--- config.mk ---
export PLATFORM = sky130hd
export DESIGN_NAME = wordle_guess_ctrl
export DESIGN_NICKNAME = d
export VERILOG_FILES = /design/src/rtl/wordle_guess_ctrl.sv
export SDC_FILE = /design/constraint.sdc
export NUM_CORES = 1
export LEC_CHECK = 0
export ABC_AREA = 1
export CORE_ASPECT_RATIO = 0.8
export CORE_MARGIN = 10
export CORE_UTILIZATION = 30
export DETAILED_ROUTE_END_ITERATION = 7
export PLACE_DENSITY = 0.51
export SYNTH_ARGS = -nofsm -noshare
export SYNTH_HDL_FRONTEND = slang
export SYNTH_SLANG_ARGS = --single-unit
--- constraint.sdc ---
create_clock -name Clk -period 7 [get_ports Clk]
set_input_delay 1.4 -clock Clk [delete_from_list [all_inputs] [get_ports Clk]]
set_output_delay 1.4 -clock Clk [all_outputs]
set_load 0.01 [all_outputs]
--- src/rtl/wordle_guess_ctrl.sv ---
// Wordle guess controller: letter entry, two-pass green/yellow scoring,
// and serial board-memory write-back of each scored row.
module wordle_guess_ctrl #(
  parameter int N_GUESS = 6
) (
  input  logic        Clk,
  input  logic        reset,
  input  logic        start,
  input  logic [24:0] target_word,
  input  logic        letter_valid,
  input  logic [4:0]  letter,
  input  logic        backspace,
  input  logic        submit,
  output logic        wr_en,
  output logic [2:0]  wr_row,
  output logic [2:0]  wr_col,
  output logic [4:0]  wr_letter,
  output logic [1:0]  wr_color,
  output logic [2:0]  guess_num,
  output logic        busy,
  output logic        invalid,
  output logic        win,
  output logic        lose
);

  typedef enum logic [2:0] {
    IDLE, ENTRY, GREEN, YELLOW, WRITE, CHECK, DONE
  } state_t;

  localparam logic [4:0] BLANK = 5'd31;
  localparam logic [2:0] LAST_GUESS = 3'(N_GUESS);

  state_t          state, state_n;
  logic [2:0]      col, col_n;
  logic [2:0]      pos, pos_n;
  logic [2:0]      gnum_n;
  logic [4:0][4:0] gbuf, gbuf_n;
  logic [4:0][4:0] tgt, tgt_n;
  logic [4:0][1:0] clr, clr_n;
  logic [4:0]      used, used_n;
  logic            wen_n, inv_n, win_n, lose_n, busy_n;
  logic [2:0]      wrow_n, wcol_n;
  logic [4:0]      wlet_n;
  logic [1:0]      wclr_n;
  logic            hit;

  always_ff @(posedge Clk or negedge reset) begin
    if (!reset) begin
      state     <= IDLE;
      col       <= '0;
      pos       <= '0;
      gbuf      <= '0;
      tgt       <= '0;
      clr       <= '0;
      used      <= '0;
      guess_num <= '0;
      wr_en     <= 1'b0;
      wr_row    <= '0;
      wr_col    <= '0;
      wr_letter <= '0;
      wr_color  <= '0;
      busy      <= 1'b0;
      invalid   <= 1'b0;
      win       <= 1'b0;
      lose      <= 1'b0;
    end else begin
      state     <= state_n;
      col       <= col_n;
      pos       <= pos_n;
      gbuf      <= gbuf_n;
      tgt       <= tgt_n;
      clr       <= clr_n;
      used      <= used_n;
      guess_num <= gnum_n;
      wr_en     <= wen_n;
      wr_row    <= wrow_n;
      wr_col    <= wcol_n;
      wr_letter <= wlet_n;
      wr_color  <= wclr_n;
      busy      <= busy_n;
      invalid   <= inv_n;
      win       <= win_n;
      lose      <= lose_n;
    end
  end

  always_comb begin
    state_n = state;
    col_n   = col;
    pos_n   = pos;
    gnum_n  = guess_num;
    gbuf_n  = gbuf;
    tgt_n   = tgt;
    clr_n   = clr;
    used_n  = used;
    wen_n   = 1'b0;
    inv_n   = 1'b0;
    win_n   = win;
    lose_n  = lose;
    wrow_n  = '0;
    wcol_n  = '0;
    wlet_n  = '0;
    wclr_n  = '0;
    hit     = 1'b0;
    if (start) begin
      state_n = ENTRY;
      tgt_n   = target_word;
      gbuf_n  = '0;
      col_n   = '0;
      gnum_n  = '0;
      win_n   = 1'b0;
      lose_n  = 1'b0;
    end else begin
      unique case (state)
        ENTRY: begin
          if (submit) begin
            if (col == 3'd5) begin
              state_n = GREEN;
            end else begin
              inv_n = 1'b1;
            end
          end else if (backspace) begin
            if (col != 3'd0) begin
              col_n         = col - 3'd1;
              gbuf_n[col_n] = BLANK;
              wen_n         = 1'b1;
              wrow_n        = guess_num;
              wcol_n        = col_n;
              wlet_n        = BLANK;
            end
          end else if (letter_valid) begin
            if (col != 3'd5) begin
              gbuf_n[col] = letter;
              col_n       = col + 3'd1;
              wen_n       = 1'b1;
              wrow_n      = guess_num;
              wcol_n      = col;
              wlet_n      = letter;
            end
          end
        end
        GREEN: begin
          clr_n  = '0;
          used_n = '0;
          for (int i = 0; i < 5; i++) begin
            if (gbuf[i] == tgt[i]) begin
              clr_n[i]  = 2'b11;
              used_n[i] = 1'b1;
            end
          end
          pos_n   = '0;
          state_n = YELLOW;
        end
        YELLOW: begin
          // Lowest unused target slot with the same letter is consumed.
          if (clr[pos] != 2'b11) begin
            clr_n[pos] = 2'b01;
            for (int i = 0; i < 5; i++) begin
              if (!hit && !used[i] && tgt[i] == gbuf[pos]) begin
                hit        = 1'b1;
                used_n[i]  = 1'b1;
                clr_n[pos] = 2'b10;
              end
            end
          end
          if (pos == 3'd4) begin
            state_n = WRITE;
            pos_n   = '0;
            wen_n   = 1'b1;
            wrow_n  = guess_num;
            wcol_n  = '0;
            wlet_n  = gbuf[0];
            wclr_n  = clr[0];
          end else begin
            pos_n = pos + 3'd1;
          end
        end
        WRITE: begin
          if (pos == 3'd4) begin
            state_n = CHECK;
            gnum_n  = guess_num + 3'd1;
          end else begin
            pos_n  = pos + 3'd1;
            wen_n  = 1'b1;
            wrow_n = guess_num;
            wcol_n = pos_n;
            wlet_n = gbuf[pos_n];
            wclr_n = clr[pos_n];
          end
        end
        CHECK: begin
          if (clr == '1) begin
            win_n   = 1'b1;
            state_n = DONE;
          end else if (guess_num == LAST_GUESS) begin
            lose_n  = 1'b1;
            state_n = DONE;
          end else begin
            col_n   = '0;
            gbuf_n  = '0;
            state_n = ENTRY;
          end
        end
        default: ;
      endcase
    end
    busy_n = (state_n == GREEN) || (state_n == YELLOW) ||
             (state_n == WRITE) || (state_n == CHECK);
  end

endmodule
### Word-level counts from Yosys, hierarchy flattened

Cells that the tools add are included.

| word-level totals | value |
|---|---|
| memory bits (writable) | 0 |
| memories kept | 0 |
| bits of input ports | 36 |
| latch bits | 0 |
| word-level logic and storage cells | 291 |
| register bits | 95 |
| ROM bits | 0 |
| output and inout port bits | 21 |

| cells by class | value |
|---|---|
| multiplexer cells | 148 |
| shift operators | 0 |
| magnitude comparators | 7 |
| add/sub/neg operators | 4 |
| multiply operators | 0 |
| bitwise gates (word level) | 16 |
| equal/unequal tests | 39 |
| reduce and logical (&&, ||, !) cells | 44 |
| div/mod/pow operators | 0 |

Operator list:

| kind | count |
|---|---|
| $mux W25 | 8 |
| $mux W10 | 18 |
| $mux W3 | 34 |
| $mux W5 | 13 |
| $eq A5 B5 Y1 | 10 |
| $pmux W25 S2 | 1 |
| $mux W1 | 45 |
| $and A5 B5 Y5 | 6 |
| $bmux W5 S3 | 2 |
| $demux W5 S3 | 2 |
| $or A5 B5 Y5 | 6 |
| $bwmux W25 | 1 |
| $or A25 B25 Y25 | 1 |
| $mux W2 | 11 |
| $eq A3 B3 Y1 const B | 7 |
| $pmux W10 S2 | 1 |
| $reduce_and A4 Y1 | 5 |
| $ne A2 B2 Y1 const B | 9 |
| $pmux W3 S3 | 2 |
| $lt A3 B4 Y1 const B | 4 |
| $pmux W3 S5 | 1 |
| $pmux W5 S3 | 1 |
| $bmux W2 S3 | 2 |
| $eq A3 B2 Y1 const B | 4 |
| 22 further kinds | 64 |

### Longest topological paths before layout

| depth | value |
|---|---|
| word-level depth | 35 |
| mapped depth | 18 |
| gate-level depth less buffers | 17 |

### Worst setup path before layout

Ideal clock, no wire load.

| timing path | value |
|---|---|
| path type | input -> register |
| from | input port start |
| to | register pos[2] |
| path buffers | 2 |
| required time | 6917 ps |
| slack | 4248 ps |
| arrival time | 2670 ps |
| setup time | 83 ps |
| cell stages on the path | 9 |
| cell sequence | clkbuf_1 -> inv_1 -> clkbuf_1 -> o21ai_0 -> nor2_1 -> inv_1 -> nor2_1 -> inv_1 -> o22ai_1 |

| between the ends | value |
|---|---|
| word-level cells in the longest chain between the ends | 2 |

Ends and longest elaborated chain:

| element | line | source |
|---|---|---|
| start, declared | 8 | `input logic start,` |
| $not A1 Y1 (no source line) | n/a |  |
| $reduce_and A3 Y1 (no source line) | n/a |  |
| end signal, assigned | 69 | `pos <= pos_n;` |
| end, declared | 35 | `logic [2:0] pos, pos_n;` |

No other way between the ends.
A chain may end at the register's enable or synchronous reset.

### Worst setup path after layout

| timing path | value |
|---|---|
| from | input port backspace |
| to | register gbuf[21] in the netlist's numbering |

| between the ends | value |
|---|---|
| word-level cells in the longest chain between the ends | 4 |
| elaborated cells on any way between the ends | 8 |
| classes of those cells | 3 x eq/ne; 4 x mux; 1 x reduce/logical |

Ends and longest elaborated chain:

| element | line | source |
|---|---|---|
| start, declared | 12 | `input logic backspace,` |
| $mux W25 | 122 | `end else if (backspace) begin` |
| $mux W25 | 116 | `if (submit) begin` |
| $pmux W25 S2 | 114 | `unique case (state)` |
| $mux W25 | 105 | `if (start) begin` |
| end signal, assigned | 70 | `gbuf <= gbuf_n;` |
| end, declared | 37 | `logic [4:0][4:0] gbuf, gbuf_n;` |

Several ways; a longest one is shown, not always the timed one. The select of a mux whose other input is x is not followed.

==> out/results.txt <==
Clock latency on the worst-skew pair, taken at its later pin, is 350 ps. The first global-routing pass estimated 33700 µm of wire. The number of setup buffers added after CTS is 0.

The run gives 7360 µm² as the post-route standard cell area excluding fillers. Counting instances in the post-synthesis netlist gives the leading cell types as nand2_1, inv_1, dfrtp_1. After legalization and detailed placement, the total HPWL measured 15600 µm. The most common cell in the synthesized netlist was nand2_1. The flow ran to the end, and the final reports show no timing, DRC or antenna violations.

After technology mapping, the gate count stands at 837. Entering global routing, the biggest net connects 65 pins. The worst setup path is captured at a flop. In the global route stage, overall resource usage came out at 15.6%.

The run gives 0.869 as the final weighted congestion in routability-driven placement. After floorplanning, the core was sized to cover 20700 µm². Among all stages on the critical path, the largest delay is contributed by clkdlybuf4s50_1. Yosys printed 0 warnings. In the finished design, the share of the clock period the worst path needs comes to 58.5%. After clock tree synthesis, the flow added hold-fix buffers numbering 0. The tools report the clock tree root buffer cell as clkbuf_16. The tools report the critical path required time as 7240 ps. After synthesis, the share of flip-flops with an asynchronous set or reset is 100%. The count of final max-slew check failures is 0. The critical setup path kind is input port to flop.

Clock-pin slew was measured on the worst setup and hold paths at 70 ps. After detailed routing, the total wire length is 21100 µm. The net count of the mapped netlist is 881, and the clock sink total is 95.

The tools report the instance area at placement as 7080 µm². The first detailed-routing pass took 5 iterations. The tools report the violation count after the first detailed-route iteration as 745. At the pin with the least slew margin, the transition time is 1160 ps. Setup repair after global routing left no endpoint under its margin.

The cell count after placement was 1134; the worst slew slack as a fraction of its limit was 22.2%. Dividing the synthesized area by the synthesized cell count gives 7.57 µm². The die is 150 µm tall.

For this configuration, the core starts out at a cell density of 30.6%. On the final layout, the worst hold slack is 494 ps. Among all flip-flop cells after synthesis, the most frequent one is dfrtp_1. Per report_power, the clock group accounts for 16.8% of the total.

The cell area that synthesis handed to floorplanning was 6340 µm². The achievable clock frequency is 244 MHz, and the number of enable flip-flop cells after synthesis is 0. The detail route stage leaves a number of antenna-violating nets equal to 0. Multiplexer cells account for 0.711% of the synthesized area. The post-detailed-route wirelength per cell was 18.3 µm; the number of buffers and inverters on the critical path was 2. In this run the worst hold path is classified as flop to flop.

After clock tree synthesis, the repair step resized 0 gates. The logs give 6012 for the total via count in the routed design and 5.99 ps for the clock tree skew after final layout. 57 I/O pins were placed. In this run the deepest clock path goes through 2 buffers. The worst path in the final design needs a cycle of 4100 ps, including I/O delays and setup. The main combinational cell family by area after synthesis was simple AND/OR/NAND/NOR gates. TritonCTS built the clock tree. The fraction of the mapped netlist area in compound gates works out to 20.9%. In this design, the largest share of critical-path delay is due to buffers and inverters. Sorting the synthesized cells by area gives the leading types as dfrtp_1, nand2_1, o21ai_0. The worst-case IR drop observed on VDD is 0.124 mV. Port buffering added 56 buffers.

The xor/xnor cell area share of the yosys netlist is 2.21%, and the aggregate negative setup slack is 0 ps. The setup-violating endpoint count in the final report is 0. The peak fanout along the critical path is 32, and the reported net switching power is 0.00143 W. The number of global-route vias before repair was 5727; the total power per unit cell area was 385 nW/µm². The remaining global-route overflow is 0.

Of all cell types, the one taking the most synthesized area is dfrtp_1. The cell leakage power was 3.37 nW; the die footprint was 27400 µm². The number of antenna diodes in the final layout is 0.

The sort of element at the start of the critical path was an input port. Walking the worst path, the cells encountered are clkdlybuf4s50_1 > inv_1 > a31oi_4 > mux2_2. Sequential elements use 37.5% of the synthesized area. Post-layout instance count excluding filler cells: 1150.

The fraction of power consumed by sequential logic is 33.3%, and the number of vias per cell after detailed routing is 5.23. The initial antenna violation count came out at 0. The growth of design area from synthesis to finish is 16.1%. In the final layout, the share of cells above drive strength 1 is 10.6%.

The die is 182 µm wide. In this run the number of H-tree levels came out at 3. The tool flagged a number of max-cap violations equal to 0. For this run, the post-layout net count is 920.

Net switching is 50.4% of the power. After synthesis, the largest area contributor takes up 37.5% of total cell area. Synthesis inferred 95 register bits. The final number of hold-violating endpoints is 0, and the internal portion of total power is 0.00141 W. Summing the areas of all and, or, nand and nor instances in the mapped netlist gives 27.8% of the synthesized area.

Fraction of the core area covered by cells at the end of the flow: 35.6%. Per report_power, the combinational group accounts for 49.9% of the total. For this run, design rule violations remaining after detail routing come to 0.

The worst stage delay on the critical path came out at 1240 ps. Of the total synthesized cell area, the portion taken by full adders, half adders and majority gates is 1.58%. In this run, CTS created clock tree buffers numbering 9. For the worst setup path, the data arrival time is 4330 ps.

For the floorplan row count, the log shows 47. The run gives 53 as the number of different library cells in the post-synthesis netlist.
==> logic make-up (layout without fill, tap and decap cells) <==
group,after synthesis,after routing
muxes,4,4
and+or+nand+nor,366,366
AOI/OAI and AO/OA,205,205
DFF,95,95
buffers and inverters,143,187
xor gates and xnor gates,16,16
adders and majority gates,8,8
==> worst min-delay path, stage by stage (launching register included) <==
cell     delay, ps
dfrtp_1        340
nand2_1         50
o21ai_0         60
==> sequential cells by signal, summed over array words and instances (netlist names), 2 cells and up <==
| register | cells |
|---|---|
| wr_row | 3 |
| col | 3 |
| wr_letter | 5 |
| tgt | 25 |
| state | 3 |
| used | 5 |
| wr_color | 2 |
| clr | 10 |
| pos | 3 |
| gbuf | 25 |
| guess_num | 3 |
| wr_col | 3 |
==> placed cells by master, fill, tap and decap left out, types with 3 or more instances in the layout <==
master | netlist | final
dfrtp_1 | 95 | 95
nor2_2 | 8 | 8
a31oi_4 | 4 | 4
ha_1 | 8 | 8
nand3_2 | 6 | 6
inv_1 | 103 | 103
a32oi_1 | 3 | 3
nand3_1 | 42 | 42
o22ai_1 | 9 | 9
clkbuf_16 | 0 | 9
o21ai_1 | 5 | 5
nand2_2 | 11 | 11
o211ai_1 | 18 | 18
o2111ai_1 | 6 | 6
a21oi_1 | 36 | 36
o21ai_0 | 78 | 78
xor2_1 | 7 | 7
nor3_1 | 18 | 18
a31oi_1 | 4 | 4
o21ai_2 | 5 | 5
mux2_2 | 4 | 4
nor2_1 | 52 | 52
o31ai_1 | 7 | 7
xnor2_1 | 9 | 9
a22oi_1 | 16 | 16
inv_2 | 8 | 8
clkdlybuf4s50_1 | 0 | 54
nand4_2 | 9 | 9
nor2_4 | 9 | 9
nand4_1 | 14 | 14
nand2_1 | 189 | 189
buf_4 | 1 | 4
==> power by group through the flow <==
stage | Sequential, W | Clock (W) | Combinational (W)
final | 0.000943 | 0.000475 | 0.00141
after global routing | 0.000962 | 0.000511 | 0.00159
after CTS | 0.000937 | 0.000490 | 0.00140
after detailed placement | 0.000947 | 0 | 0.00139
after global placement | 0.000948 | 0 | 0.00139
after floorplan | 0.000818 | 0 | 0.00109
==> area by class of cell <==
class / count / area [µm²]
Clock inverter: 6 / 46.3
Fill cell: 2222 / 13300
Clock buffer: 10 / 229
Inverter: 112 / 423
Timing Repair Buffer: 59 / 576
Sequential cell: 95 / 2380
Tap cell: 269 / 337
Multi-Input combinational cell: 599 / 3370
==> metrics by stage <==
step	setup WS, ps	total power (W)
after floorplan	4250	0.00190
after CTS	3000	0.00283
after global routing	2670	0.00306
final	2900	0.00283
after detailed placement	2610	0.00234
after global placement	2690	0.00234
==> layer usage <==
metal	part of all wire [%]	up-vias	track usage, %	wire length (µm)
met5	0	-	0	0
met4	1.8	0	3.94	375
met3	6.8	23	3.35	1420
met2	42	200	22.6	8830
met1	50	2881	22.8	10400
li1	-	2908	-	-
==> final timing paths <==
kind                       slack, ps       from      endpoint  cells after the start
setup / recovery                2900  backspace      gbuf[21]                      4
hold / removal                   490    gbuf[2]       gbuf[2]                      2
setup reg to reg                3400     pos[0]  wr_letter[4]                      8
hold reg to reg                  490    gbuf[2]       gbuf[2]                      2
max in group asynchronous       4850      reset       tgt[12]                      2
min in group asynchronous        970      reset     wr_row[1]                      1
Note: power is estimated with default switching activity, not from simulation.
